$ cat config.mk
export PLATFORM = sky130hd
export DESIGN_NAME = mem_lsu
export DESIGN_NICKNAME = d
export VERILOG_FILES = /design/src/rtl/mem_lsu.sv
export SDC_FILE = /design/constraint.sdc
export NUM_CORES = 1
export LEC_CHECK = 0
export ABC_AREA = 1
export CAP_MARGIN = 20
export CORE_MARGIN = 4
export CORE_UTILIZATION = 48
export DETAILED_ROUTE_END_ITERATION = 8
export GPL_TIMING_DRIVEN = 1
export PLACE_DENSITY = 0.95
export SYNTH_ARGS = -nofsm -noshare
export SYNTH_HDL_FRONTEND = slang
export SYNTH_SLANG_ARGS = --single-unit
$ cat constraint.sdc
create_clock -name clk -period 4.5 [get_ports clk]
set_input_delay 0.675 -clock clk [delete_from_list [all_inputs] [get_ports clk]]
set_output_delay 0.675 -clock clk [all_outputs]
set_load 0.005 [all_outputs]
$ cat src/rtl/mem_lsu.sv
// Memory-stage load/store unit: IDLE->REQ->WAIT->DONE handshake with a single-port data memory.
// Optional misaligned-access trap is enabled by defining MEM_MISALIGN_CHK_EN.
module mem_lsu (
  input  logic        clk,
  input  logic        rstn,
  input  logic        ex_valid,
  input  logic [4:0]  ex_rd_idx,
  input  logic        ex_rd_en,
  input  logic [31:0] ex_alu_result,
  input  logic        ex_mem_rd,
  input  logic        ex_mem_wr,
  input  logic [1:0]  ex_mem_size,
  input  logic        ex_mem_unsigned,
  input  logic [31:0] ex_store_data,
  output logic [4:0]  mem_rd_idx,
  output logic        mem_rd_en,
  output logic [31:0] mem_rd_data,
  output logic        mem_stall,
  output logic        mem_misalign,
  output logic        dmem_req,
  output logic        dmem_we,
  output logic [31:0] dmem_addr,
  output logic [3:0]  dmem_be,
  output logic [31:0] dmem_wdata,
  input  logic        dmem_gnt,
  input  logic        dmem_rvalid,
  input  logic [31:0] dmem_rdata,
  output logic [1:0]  fsm_state
);

  // Memory handshake: dmem_req is held high in REQ until the cycle dmem_gnt is
  // sampled high; the response (load data or store ack) is the single cycle
  // dmem_rvalid is high in WAIT. gnt/rvalid seen in any other state are ignored.
  typedef enum logic [1:0] {IDLE = 2'd0, REQ = 2'd1, WAIT = 2'd2, DONE = 2'd3} state_t;

  state_t      state, state_nxt;
  logic [31:0] cap_addr;
  logic [1:0]  cap_size;
  logic        cap_uns;
  logic [4:0]  cap_idx;
  logic        cap_rd_en;
  logic        cap_store;
  logic        cap_load;
  logic [31:0] cap_sdata;
  logic [31:0] load_data;
  logic [31:0] load_ext;
  logic [7:0]  lane_b;
  logic [15:0] lane_h;
  logic        mem_op;
  logic        misalign_hit;
  logic        capture;

  assign mem_op = ex_valid & (ex_mem_rd | ex_mem_wr);

`ifdef MEM_MISALIGN_CHK_EN
  // Size 2'b11 is a word access, so size[1] covers both word encodings.
  assign misalign_hit = mem_op &
                        (((ex_mem_size == 2'b01) & ex_alu_result[0]) |
                         (ex_mem_size[1] & (ex_alu_result[1:0] != 2'b00)));
`else
  assign misalign_hit = 1'b0;
`endif

  assign capture   = (state == IDLE) & mem_op & ~misalign_hit;
  assign fsm_state = state;

  always_ff @(posedge clk or negedge rstn) begin
    if (!rstn) state <= IDLE;
    else       state <= state_nxt;
  end

  always_comb begin
    state_nxt = state;
    case (state)
      IDLE:    if (capture)     state_nxt = REQ;
      REQ:     if (dmem_gnt)    state_nxt = WAIT;
      WAIT:    if (dmem_rvalid) state_nxt = DONE;
      DONE:                     state_nxt = IDLE;
      default:                  state_nxt = IDLE;
    endcase
  end

  // A simultaneous load+store flag is executed as a store.
  always_ff @(posedge clk or negedge rstn) begin
    if (!rstn) begin
      cap_addr  <= 32'h0;
      cap_size  <= 2'b00;
      cap_uns   <= 1'b0;
      cap_idx   <= 5'h0;
      cap_rd_en <= 1'b0;
      cap_store <= 1'b0;
      cap_load  <= 1'b0;
      cap_sdata <= 32'h0;
    end else if (capture) begin
      cap_addr  <= ex_alu_result;
      cap_size  <= ex_mem_size;
      cap_uns   <= ex_mem_unsigned;
      cap_idx   <= ex_rd_idx;
      cap_rd_en <= ex_rd_en;
      cap_store <= ex_mem_wr;
      cap_load  <= ex_mem_rd & ~ex_mem_wr;
      cap_sdata <= ex_store_data;
    end
  end

  always_comb begin
    lane_b = dmem_rdata[7:0];
    case (cap_addr[1:0])
      2'b00: lane_b = dmem_rdata[7:0];
      2'b01: lane_b = dmem_rdata[15:8];
      2'b10: lane_b = dmem_rdata[23:16];
      2'b11: lane_b = dmem_rdata[31:24];
      default: lane_b = dmem_rdata[7:0];
    endcase
    lane_h = cap_addr[1] ? dmem_rdata[31:16] : dmem_rdata[15:0];
    case (cap_size)
      2'b00:   load_ext = cap_uns ? {24'h0, lane_b} : {{24{lane_b[7]}}, lane_b};
      2'b01:   load_ext = cap_uns ? {16'h0, lane_h} : {{16{lane_h[15]}}, lane_h};
      default: load_ext = dmem_rdata;
    endcase
  end

  always_ff @(posedge clk or negedge rstn) begin
    if (!rstn)                            load_data <= 32'h0;
    else if ((state == WAIT) & dmem_rvalid) load_data <= load_ext;
  end

  // Lane enables and replicated write data are derived from the captured op.
  always_comb begin
    case (cap_size)
      2'b00: begin
        dmem_be    = 4'b0001 << cap_addr[1:0];
        dmem_wdata = {4{cap_sdata[7:0]}};
      end
      2'b01: begin
        dmem_be    = 4'b0011 << {cap_addr[1], 1'b0};
        dmem_wdata = {2{cap_sdata[15:0]}};
      end
      default: begin
        dmem_be    = 4'b1111;
        dmem_wdata = cap_sdata;
      end
    endcase
  end

  assign dmem_addr = {cap_addr[31:2], 2'b00};

  always_comb begin
    mem_rd_idx   = ex_rd_idx;
    mem_rd_en    = 1'b0;
    mem_rd_data  = ex_alu_result;
    mem_stall    = 1'b0;
    mem_misalign = 1'b0;
    dmem_req     = 1'b0;
    dmem_we      = 1'b0;
    case (state)
      IDLE: begin
        if (misalign_hit)  mem_misalign = rstn;
        else if (mem_op)   mem_stall    = 1'b1;
        else               mem_rd_en    = ex_valid & ex_rd_en;
      end
      REQ: begin
        mem_rd_idx = cap_idx;
        mem_stall  = 1'b1;
        dmem_req   = 1'b1;
        dmem_we    = cap_store;
      end
      WAIT: begin
        mem_rd_idx = cap_idx;
        mem_stall  = 1'b1;
      end
      DONE: begin
        mem_rd_idx  = cap_idx;
        mem_rd_en   = cap_rd_en & cap_load;
        mem_rd_data = load_data;
      end
      default: ;
    endcase
  end

endmodule

Yosys cells after proc, flatten, opt, wreduce, memory -nomap -nowiden:

Cells that the tools add are included.

* eq/ne operators: 10
* bitwise operators: 8
* shift-type cells: 2
* muxes and demuxes: 19
* reductions and logical operators: 6

Operators with widths (number)
* $pmux W32 S2: 2
* $mux W32: 3
* $pmux W8 S4: 1
* $mux W16: 1
* $eq A2 B2 Y1 const B: 4
* $pmux W2 S4: 1
* $pmux W4 S2: 1
* $and A1 B1 Y1: 6
* $eq A2 B1 Y1 const B: 3
* $logic_not A2 Y1: 3
* $mux W2: 3
* $ne A2 B2 Y1 const B: 3
* $mux W5: 1
* $mux W1: 4
* $pmux W1 S2: 2
* $shl A1 B2 Y4 const A: 1
* $shl A2 B2 Y4 const A: 1
* $reduce_and A3 Y1: 1
* $reduce_or A3 Y1: 1
* $reduce_or A2 Y1: 1
* $not A1 Y1: 1
* $or A1 B1 Y1: 1

* register bits after elaboration: 109
* bits of input ports: 112
* word-level logic and storage cells: 55
* output and inout port bits: 112

Depth between registers and ports, before layout:

* word-level depth: 5
* mapped depth: 8

Worst setup path after synthesis:

Ideal clock, no wire load.

* kind: input to output
* start: input port ex_mem_rd
* end: output port mem_stall
* data required time: 3.825 ns
* buffers on the path: 2
* cell stages on the path: 5
* slack: 2.413 ns
* arrival: 1.412 ns
* path through: or2_1 nand3_2 buf_4 buf_2 a21oi_1

* cells in the longest elaborated chain, start to end: 4

Ends and longest elaborated chain
* start: declaration: RTL line 10 `input logic ex_mem_rd,`
* $or A1 B1 Y1: RTL line 53 `assign mem_op = ex_valid & (ex_mem_rd | ex_mem_wr);`
* $and A1 B1 Y1: RTL line 53
* $mux W1: RTL line 159 `else if (mem_op) mem_stall = 1'b1;`
* $pmux W1 S2: RTL line 156 `case (state)`
* end: declaration: RTL line 18 `output logic mem_stall,`

Every way passes these cells.

Final worst setup path:

* start: register state[0] (netlist: fsm_state[0])
* end: output port mem_rd_data[11]

* cells in the longest elaborated chain, start to end: 2

Ends and longest elaborated chain
* start: declaration: RTL line 36 `state_t state, state_nxt;`
* start signal: assignment: RTL line 69 `else state <= state_nxt;`
* $eq A2 B2 Y1: RTL line 156
* $mux W32: RTL line 156
* end: declaration: RTL line 17 `output logic [31:0] mem_rd_data,`

Every way passes these cells.

==> impl_metrics.ini <==
[status]
status = finished, final reports clean

[power]
p_per_area_nw_per_um2 = 662
p_leak_nw = 3.74
total_power_mw = 5.35
peakVddDrop_mv = 0.460

[timing]
min_period_ps = 3220
worst_pin_slew_ps = 968
maxSlewViolCount = 0
min_period_over_period = 0.716
clock_skew_ps = 8.37
timing.fmax_ghz = 0.310
fin_setup_tns_ps = 0
hold_viol = 0
setup_ws_ps = 1280
setup_viol = 0
relSlewSlack = 0.355
rsz0062_at_grt = no

[cts]
clock-sinks = 109
ctsHtreeMaxLevel = 3
numCtsBuffers = 9
postCtsSetupRepairBufs = 0
tritoncts = built
root_buffer = clkbuf_16
cts_resized = 0
clock_latency_ps = 350
clk_pin_slew_ps = 70
holdBufCountCts = 0
cts_max_path_buffers = 2

[grt]
grt_pass1_wl_um = 28200
grt_use_met3 = 0.0636
grt.busiest_layer = met2
grt_pass1_vias = 5575
grt_usage = 0.248
antenna_found_initial = 0
overflow = 0
met2_usage = 0.412
grt_max_degree = 103
met1_usage = 0.313

[route]
wire_per_inst_um = 16.1
drc = 0
detail-route-antenna-nets = 0
drtIter0Drc = 377
wirelength_um = 17300
drt-vias-per-instance = 5.19
dr.pass1.iters = 5
num_vias = 5600

[setup_path]
crit_path_max_fanout = 52
worstPathRequired_ps = 3830
crit_arrival_ps = 2550
end_kind = primary output
reg2reg_slack_ps = 2380
critPathLaunchType = flip-flop
criticalPathCategory = reg -> out

[finish]
fin_area_um2 = 8070
num_antenna_cells = 0
final_util = 0.675
drive_gt1_frac = 0.0515
nets = 1045
syn2layout_area_growth_pct = 37.9

[synth]
yosysUniqueCellTypes = 31
synth-seq-cells = 109
avgSynthCellArea_um2 = 7.59
yosysTopAreaCell = dfrtp_1
syn_inst = 771
ys_seq_area_frac = 0.466
synth_top_area_share = 0.466
synth.area.top_cells = dfrtp_1 (47%), nand2_1 (16%), o21ai_0 (9.1%)
syn-cell-area_um2 = 5860
ys_warn_count = 0

[place]
port_buffers = 220
dp_slack_ps = 1640
place_area_um2 = 7780
place_hpwl_um = 12800
place.gp.congestion = 0.923

[floorplan]
rows = 40
start_util = 0.490
core_um2 = 12000
die_height_um = 118
io_pins = 224
die_area_um2 = 14000
dieWidth_um = 118

[flow_run]
drv_cap = 0

[hold_path]
hold_class = in -> async
## report_power, final
group	total [mW]	switching, mW	internal, mW
combinational	2.82	1.37	1.44
clock	0.742	0.369	0.373
sequential	1.79	0.340	1.45
total	5.35	2.08	3.27
## cells in the mapped netlist
cell and n:
nand2_1 243, dfrtp_1 109, o21ai_0 107, inv_1 70
nor2_1 51, buf_4 44, a21oi_1 39, buf_2 17
clkbuf_1 16, a21oi_2 10, nand3_1 10, nor3_1 8
o211ai_1 8, nand3b_1 7, ha_1 5, inv_2 4
buf_1 3, nor2_4 3, o21ai_1 3, nand2_4 2
nand3_2 2, a21oi_4 1, buf_6 1, buf_8 1
conb_1 1, nand2_2 1, nand4_1 1, nor2_2 1
o21a_1 1, or2_1 1, or2_2 1
## path summary, 6_finish.rpt
path | from | endpoint | cells past startpoint
max reg2reg | fsm_state[0] | load_data[7] | 9
min in group clk | cap_sdata[22] | cap_sdata[22] | 2
max in group asynchronous | rstn | cap_sdata[16] | 2
min reg2reg | cap_sdata[22] | cap_sdata[22] | 2
min | rstn | cap_sdata[9] | 1
max | fsm_state[0] | mem_rd_data[11] | 5
## placed cells by master (no fill, tap or decap), types with 2 or more instances in the layout
master	synthesis	routed
nand2_4	2	2
nand3_1	10	10
clkinv_2	0	3
o21ai_1	3	3
a21oi_2	10	10
nor2_4	3	3
dfrtp_1	109	109
nor3_1	8	8
inv_2	4	4
nand3b_1	7	7
clkdlybuf4s50_1	0	219
o21ai_0	107	107
inv_1	70	70
nor2_1	51	51
buf_4	44	6
ha_1	5	4
conb_1	1	3
nand2_1	243	243
clkbuf_16	0	9
o211ai_1	8	8
a21oi_1	39	39
## final cells by class
cell class / count / area, um2
repair buffers: 226 / 2260
flip-flops and latches: 109 / 2730
well taps: 147 / 184
clock buffers: 9 / 225
clock inverters: 6 / 40.0
fillers: 977 / 3890
inverters: 74 / 278
multi-input cells: 508 / 2350
## stage by stage
step                hold slack, ps  std cells
floorplan                      379        773
global placement               464       1063
detailed placement             465       1063
CTS                            483       1078
global route                   503       1079
finish                         457       1079
## kinds of logic (layout without fill, tap and decap cells)
family	Yosys count	count (layout)	share of synthesized area
other cells	1	3	0.000640
compound gates	169	169	0.157
fa+ha+maj	5	5	0.0107
buf+inv	156	315	0.135
simple gates	331	331	0.231
flops	109	109	0.466
## metal layers
layer	up-vias	wire, um	share of wire
li1	2698	-	-
met1	2604	7080	0.41
met2	260	8170	0.47
met3	38	1570	0.091
met4	0	498	0.029
met5	-	0	0
## registers in the layout (all words and copies together) (netlist names)
register,count
cap_addr,32
cap_idx,5
cap_load,1
cap_rd_en,1
cap_sdata,32
cap_size,2
cap_store,1
cap_uns,1
fsm_state,2
load_data,32
## critical path, cell delays in order, from the launching register on
cell and delay, ps:
dfrtp_1 420, ha_2 780, buf_4 310, nand2_1 80
o21ai_0 70, clkdlybuf4s50_1 520
(Power assumes the default switching activity.)
==> RTL change 1: new RTL, same settings <==
Add a define of `MEM_MISALIGN_CHK_EN`.
--- a/src/rtl/mem_lsu.sv
+++ b/src/rtl/mem_lsu.sv
@@ -1,5 +1,7 @@
 // Memory-stage load/store unit: IDLE->REQ->WAIT->DONE handshake with a single-port data memory.
 // Optional misaligned-access trap is enabled by defining MEM_MISALIGN_CHK_EN.
+`define MEM_MISALIGN_CHK_EN
+
 module mem_lsu (
   input  logic        clk,
   input  logic        rstn,
Behaviour: not the same (Yosys sat finds a counterexample within 4 cycles, from zero or initial values and one cycle with rstn low).
==> RTL change 1 against the original RTL <==
Final area grew 2.9%. Area after synthesis grew 3.5%. Non-clock buffer count grew 2. Critical path type unchanged. Synthesized cell count grew 5.3%. Highest routed layer unchanged. Sequential cell count is the same. Wire length grew 1.9%. Total power grew 4.3%. Cell count grew 5.8%. Worst setup slack gained 0.15 ns. Global-route usage shrank 0.45 points. Largest power group unchanged. Die area grew 3.2%.
==> RTL change 1: results (changes against the original RTL) <==
* R2R cell count at 8 (-1)
* Slew headroom at 38.9% (+3.4 points)
* Slowest cell on crit path: clkdlybuf4s50_1
* First-pass GRT wire length at 28200 um (+0.17%)
* Non-clk buf share at 27.4% (-0.66 points)
* Outcome: complete, no violations
* Met1 GRT Util at 31.3% (about the same)
* PortBufs at 221 (+0.45%)
* Share of post-route cells with drive strength above 1 at 5.95% (+0.80 points)
* Seq_cells at 109 (unchanged)
* Fmax at 325 MHz (+4.8%)
* Largest net degree at the start of global routing at 105 (+1.9%)
* Crit path DAT at 2.40 ns (-0.15 ns)
* Vias per inst at 5.05 (-2.6%)
* Met2 wire length at 8500 um (+4.1%)
* Prevailing post-synth register cell: dfrtp_1
* Routed met3 length at 1480 um (-6.1%)
* Inverters at 86 (+16%)
* Mapped Cells at 812 (+5.3%)
* DRT iter0 DRCs at 444 (+18%)
* Comb_multi_in at 535 (+5.3%)
* GRT Resource Usage Total at 24.4% (-0.45 points)
* Post-CTS Setup Inserts at 0 (unchanged)
* Bufs w/o clock at 228 (+0.88%)
* Worst-path fanout max at 18 (-65%)
* Finished Layout Cells at 1142 (+5.8%)
* Largest stage delay on the critical path at 0.57 ns (-0.21 ns)
* Final clock skew at 0.00743 ns (-0.000946 ns)
* Metal-1 WL at 7100 um (+0.31%)
* FF-to-FF End: load_data[26]$_DFFE_PN0P_
* Fill cells at 1009 (+3.3%)
* P_sw at 2.14 mW (+3.0%)
* Clk_buf instances at 12 (+3)
* Vias in the first global route at 5569 (-0.11%)
* Placed Area at 0.00801 sq mm (+3.0%)
* Top cells by area, synth: dfrtp_1 45%, nand2_1 17%, o21ai_0 8.3%, buf_4 5.1%, inv_1 5.1%
* Gpl congestion at 0.892 (-3.4%)
* Drt total wl at 17600 um (+1.9%)
* Multi-input combinational area share at 30.0% (+0.83 points)
* Worst hold slack at 0.329 ns (-0.128 ns)
* Maximum vdd drop at 0.000362 V (-21%)
* Seq/Total Area, Yosys at 45.0% (-1.6 points)
* Met3 GRT Util at 5.80% (-0.56 points)
* Tapcell Cnt at 168 (+14%)
* CP endpoint: dmem_wdata[12]
* Met2 usage at 40.5% (-0.69 points)
* Pleak at 3.93 nW (+5.2%)
RTL change 1: cell families (layout without fill, tap and decap cells):
logic type	count (synthesis)	count (layout)	share of synthesized area [%]
AOI/OAI and AO/OA	155	155	14.2
adders and majority gates	5	5	1.03
buffers and inverters	169	330	14.1
DFF	109	109	45.0
other	1	2	0.0619
and+or+nand+nor	373	373	25.6
RTL change 1: worst register-to-register path, stage by stage, from the launching register on:
cell and delay, ns:
dfrtp_1 0.41, inv_1 0.11, ha_1 0.24, nand2_1 0.07, buf_4 0.35, inv_1 0.46, or2_2 0.43, nand2_1 0.07
inv_1 0.04
RTL change 1: power groups by stage:
stage	clock (mW)	sequential (mW)	combinational, mW
6_report	0.734	1.78	3.06
5_1_grt	0.790	1.85	3.38
4_1_cts	0.749	1.78	3.06
3_5_place_dp	0	1.79	3.05
2_1_floorplan	0	1.70	1.79
3_3_place_gp	0	1.78	2.97
==> RTL change 2: new RTL, config.mk and constraints unchanged <==
Made on the original files. Reset style: synchronous (`rstn`), changed in 3 clocked blocks.
--- a/src/rtl/mem_lsu.sv
+++ b/src/rtl/mem_lsu.sv
@@ -64,7 +64,7 @@
   assign capture   = (state == IDLE) & mem_op & ~misalign_hit;
   assign fsm_state = state;
 
-  always_ff @(posedge clk or negedge rstn) begin
+  always_ff @(posedge clk) begin
     if (!rstn) state <= IDLE;
     else       state <= state_nxt;
   end
@@ -81,7 +81,7 @@
   end
 
   // A simultaneous load+store flag is executed as a store.
-  always_ff @(posedge clk or negedge rstn) begin
+  always_ff @(posedge clk) begin
     if (!rstn) begin
       cap_addr  <= 32'h0;
       cap_size  <= 2'b00;
@@ -120,7 +120,7 @@
     endcase
   end
 
-  always_ff @(posedge clk or negedge rstn) begin
+  always_ff @(posedge clk) begin
     if (!rstn)                            load_data <= 32'h0;
     else if ((state == WAIT) & dmem_rvalid) load_data <= load_ext;
   end
Function: differs if rstn is asserted again (counterexample within 4 cycles, from zero or initial values and one cycle with rstn low); with rstn held inactive, the same outputs for 10 cycles.
==> RTL change 2 against the original RTL <==
Sequential cell count stayed put. Area after synthesis shrank 2.7%. Total power is 25% lower. Critical path depth grew 1. Final area down 2.1%. Critical endpoint is now dmem_wdata[13]. Highest routed layer unchanged. Clock power rose by 19%. Sequential power is 27% lower. Worst setup slack worse by 0.18 ns. Sequential share of layout area shrank 6.2 points. Wire length grew 0.61%. Critical path type unchanged.
==> RTL change 2: results (changes against the original RTL) <==
* Top cells by area, synth: dfxtp_1 38%, o21ai_0 11%, a21oi_1 9.1%, nor2_1 7.8%, inv_1 6.5%
* Share of post-route cells with drive strength above 1 at 5.76% (+0.61 points)
* Seq/Total Area, Yosys at 38.3% (-8.3 points)
* Mapped Cells at 822 (+6.6%)
* Final clock skew at 0.00377 ns (-0.00460 ns)
* Worst-path fanout max at 43 (-17%)
* Prevailing post-synth register cell: dfxtp_1
* Gpl congestion at 0.913 (-1.0%)
* Vias per inst at 5.18 (-0.17%)
* Async S/R FF share, synth at 0% (-100 points)
* Placed cells at 1100 (+3.5%)
* GRT Resource Usage Total at 25.0% (+0.20 points)
* Finished Cell Area at 0.00791 sq mm (-2.1%)
* Initial antenna violation count at 1 (+1)
* FF-to-FF Start: fsm_state[0]$_SDFFE_PN0P_
* Slew headroom at 25.9% (-9.6 points)
* Via count at 5782 (+3.3%)
* Worst hold slack at 0.452 ns (-0.00486 ns)
* Worst Hold Class: flip-flop to flip-flop
* Top post-synthesis cells by count: 129 x o21ai_0, 119 x nor2_1, 109 x dfxtp_1, 104 x a21oi_1, 99 x inv_1
* Outcome: complete, no violations
* Met3 GRT Util at 7.04% (+0.68 points)
* DRT iter0 DRCs at 450 (+19%)
* Vias in the first global route at 5466 (-2.0%)
* Placed Area at 0.00757 sq mm (-2.7%)
* Reg2Reg Setup Slack at 2.21 ns (-0.17 ns)
-- RTL change 2: layout make-up --
cell class | count | area share, %
Sequential cell | 109 | 27.6
Tap cell | 143 | 2.26
Inverter | 105 | 5.00
Timing Repair Buffer | 225 | 28.3
Multi-Input combinational cell | 518 | 32.7
Clock buffer | 10 | 2.90
Clock inverter | 5 | 1.27
Antenna cell | 1 | 0.0317
-- RTL change 2: worst max path at each step --
stage / start / end / slack [ns] / cells past startpoint
after global routing: cap_size[1]$_SDFFE_PN0P_ / dmem_wdata[10] / 0.84 / 6
after CTS: cap_size[1]$_SDFFE_PN0P_ / dmem_wdata[12] / 1.08 / 6
after floorplan: ex_mem_wr / mem_stall / 2.40 / 7
after detailed placement: cap_size[1]$_SDFFE_PN0P_ / dmem_wdata[12] / 1.47 / 6
after global placement: cap_size[1]$_SDFFE_PN0P_ / dmem_wdata[14] / 1.53 / 6
final: cap_size[1]$_SDFFE_PN0P_ / dmem_wdata[13] / 1.09 / 6
-- RTL change 2: power breakdown --
group / switching, mW / internal, mW
clock: 0.345 / 0.539
sequential: 0.117 / 1.19
combinational: 0.952 / 0.884
total: 1.41 / 2.62
-- RTL change 2: kinds of logic after synthesis --
family,share of synthesized area [%]
AOI/OAI and AO/OA,23.0
and+or+nand+nor,17.9
buffers and inverters,16.5
DFF,38.3
muxes,3.16
adders and majority gates,1.10
other,0.0658
-- RTL change 2: worst max-delay path, stage by stage, from the launching register on --
cell             delay (ns)
dfxtp_1                0.31
buf_4                  0.35
inv_2                  0.23
nand2_1                0.21
clkinv_1               0.42
o21ai_0                0.31
clkdlybuf4s50_1        0.54
-- RTL change 2: per-layer routing --
metal / wire [um] / vias up
met5: 0 / -
met4: 462 / 0
met3: 1270 / 35
met2: 8260 / 231
met1: 7440 / 2622
li1: - / 2894
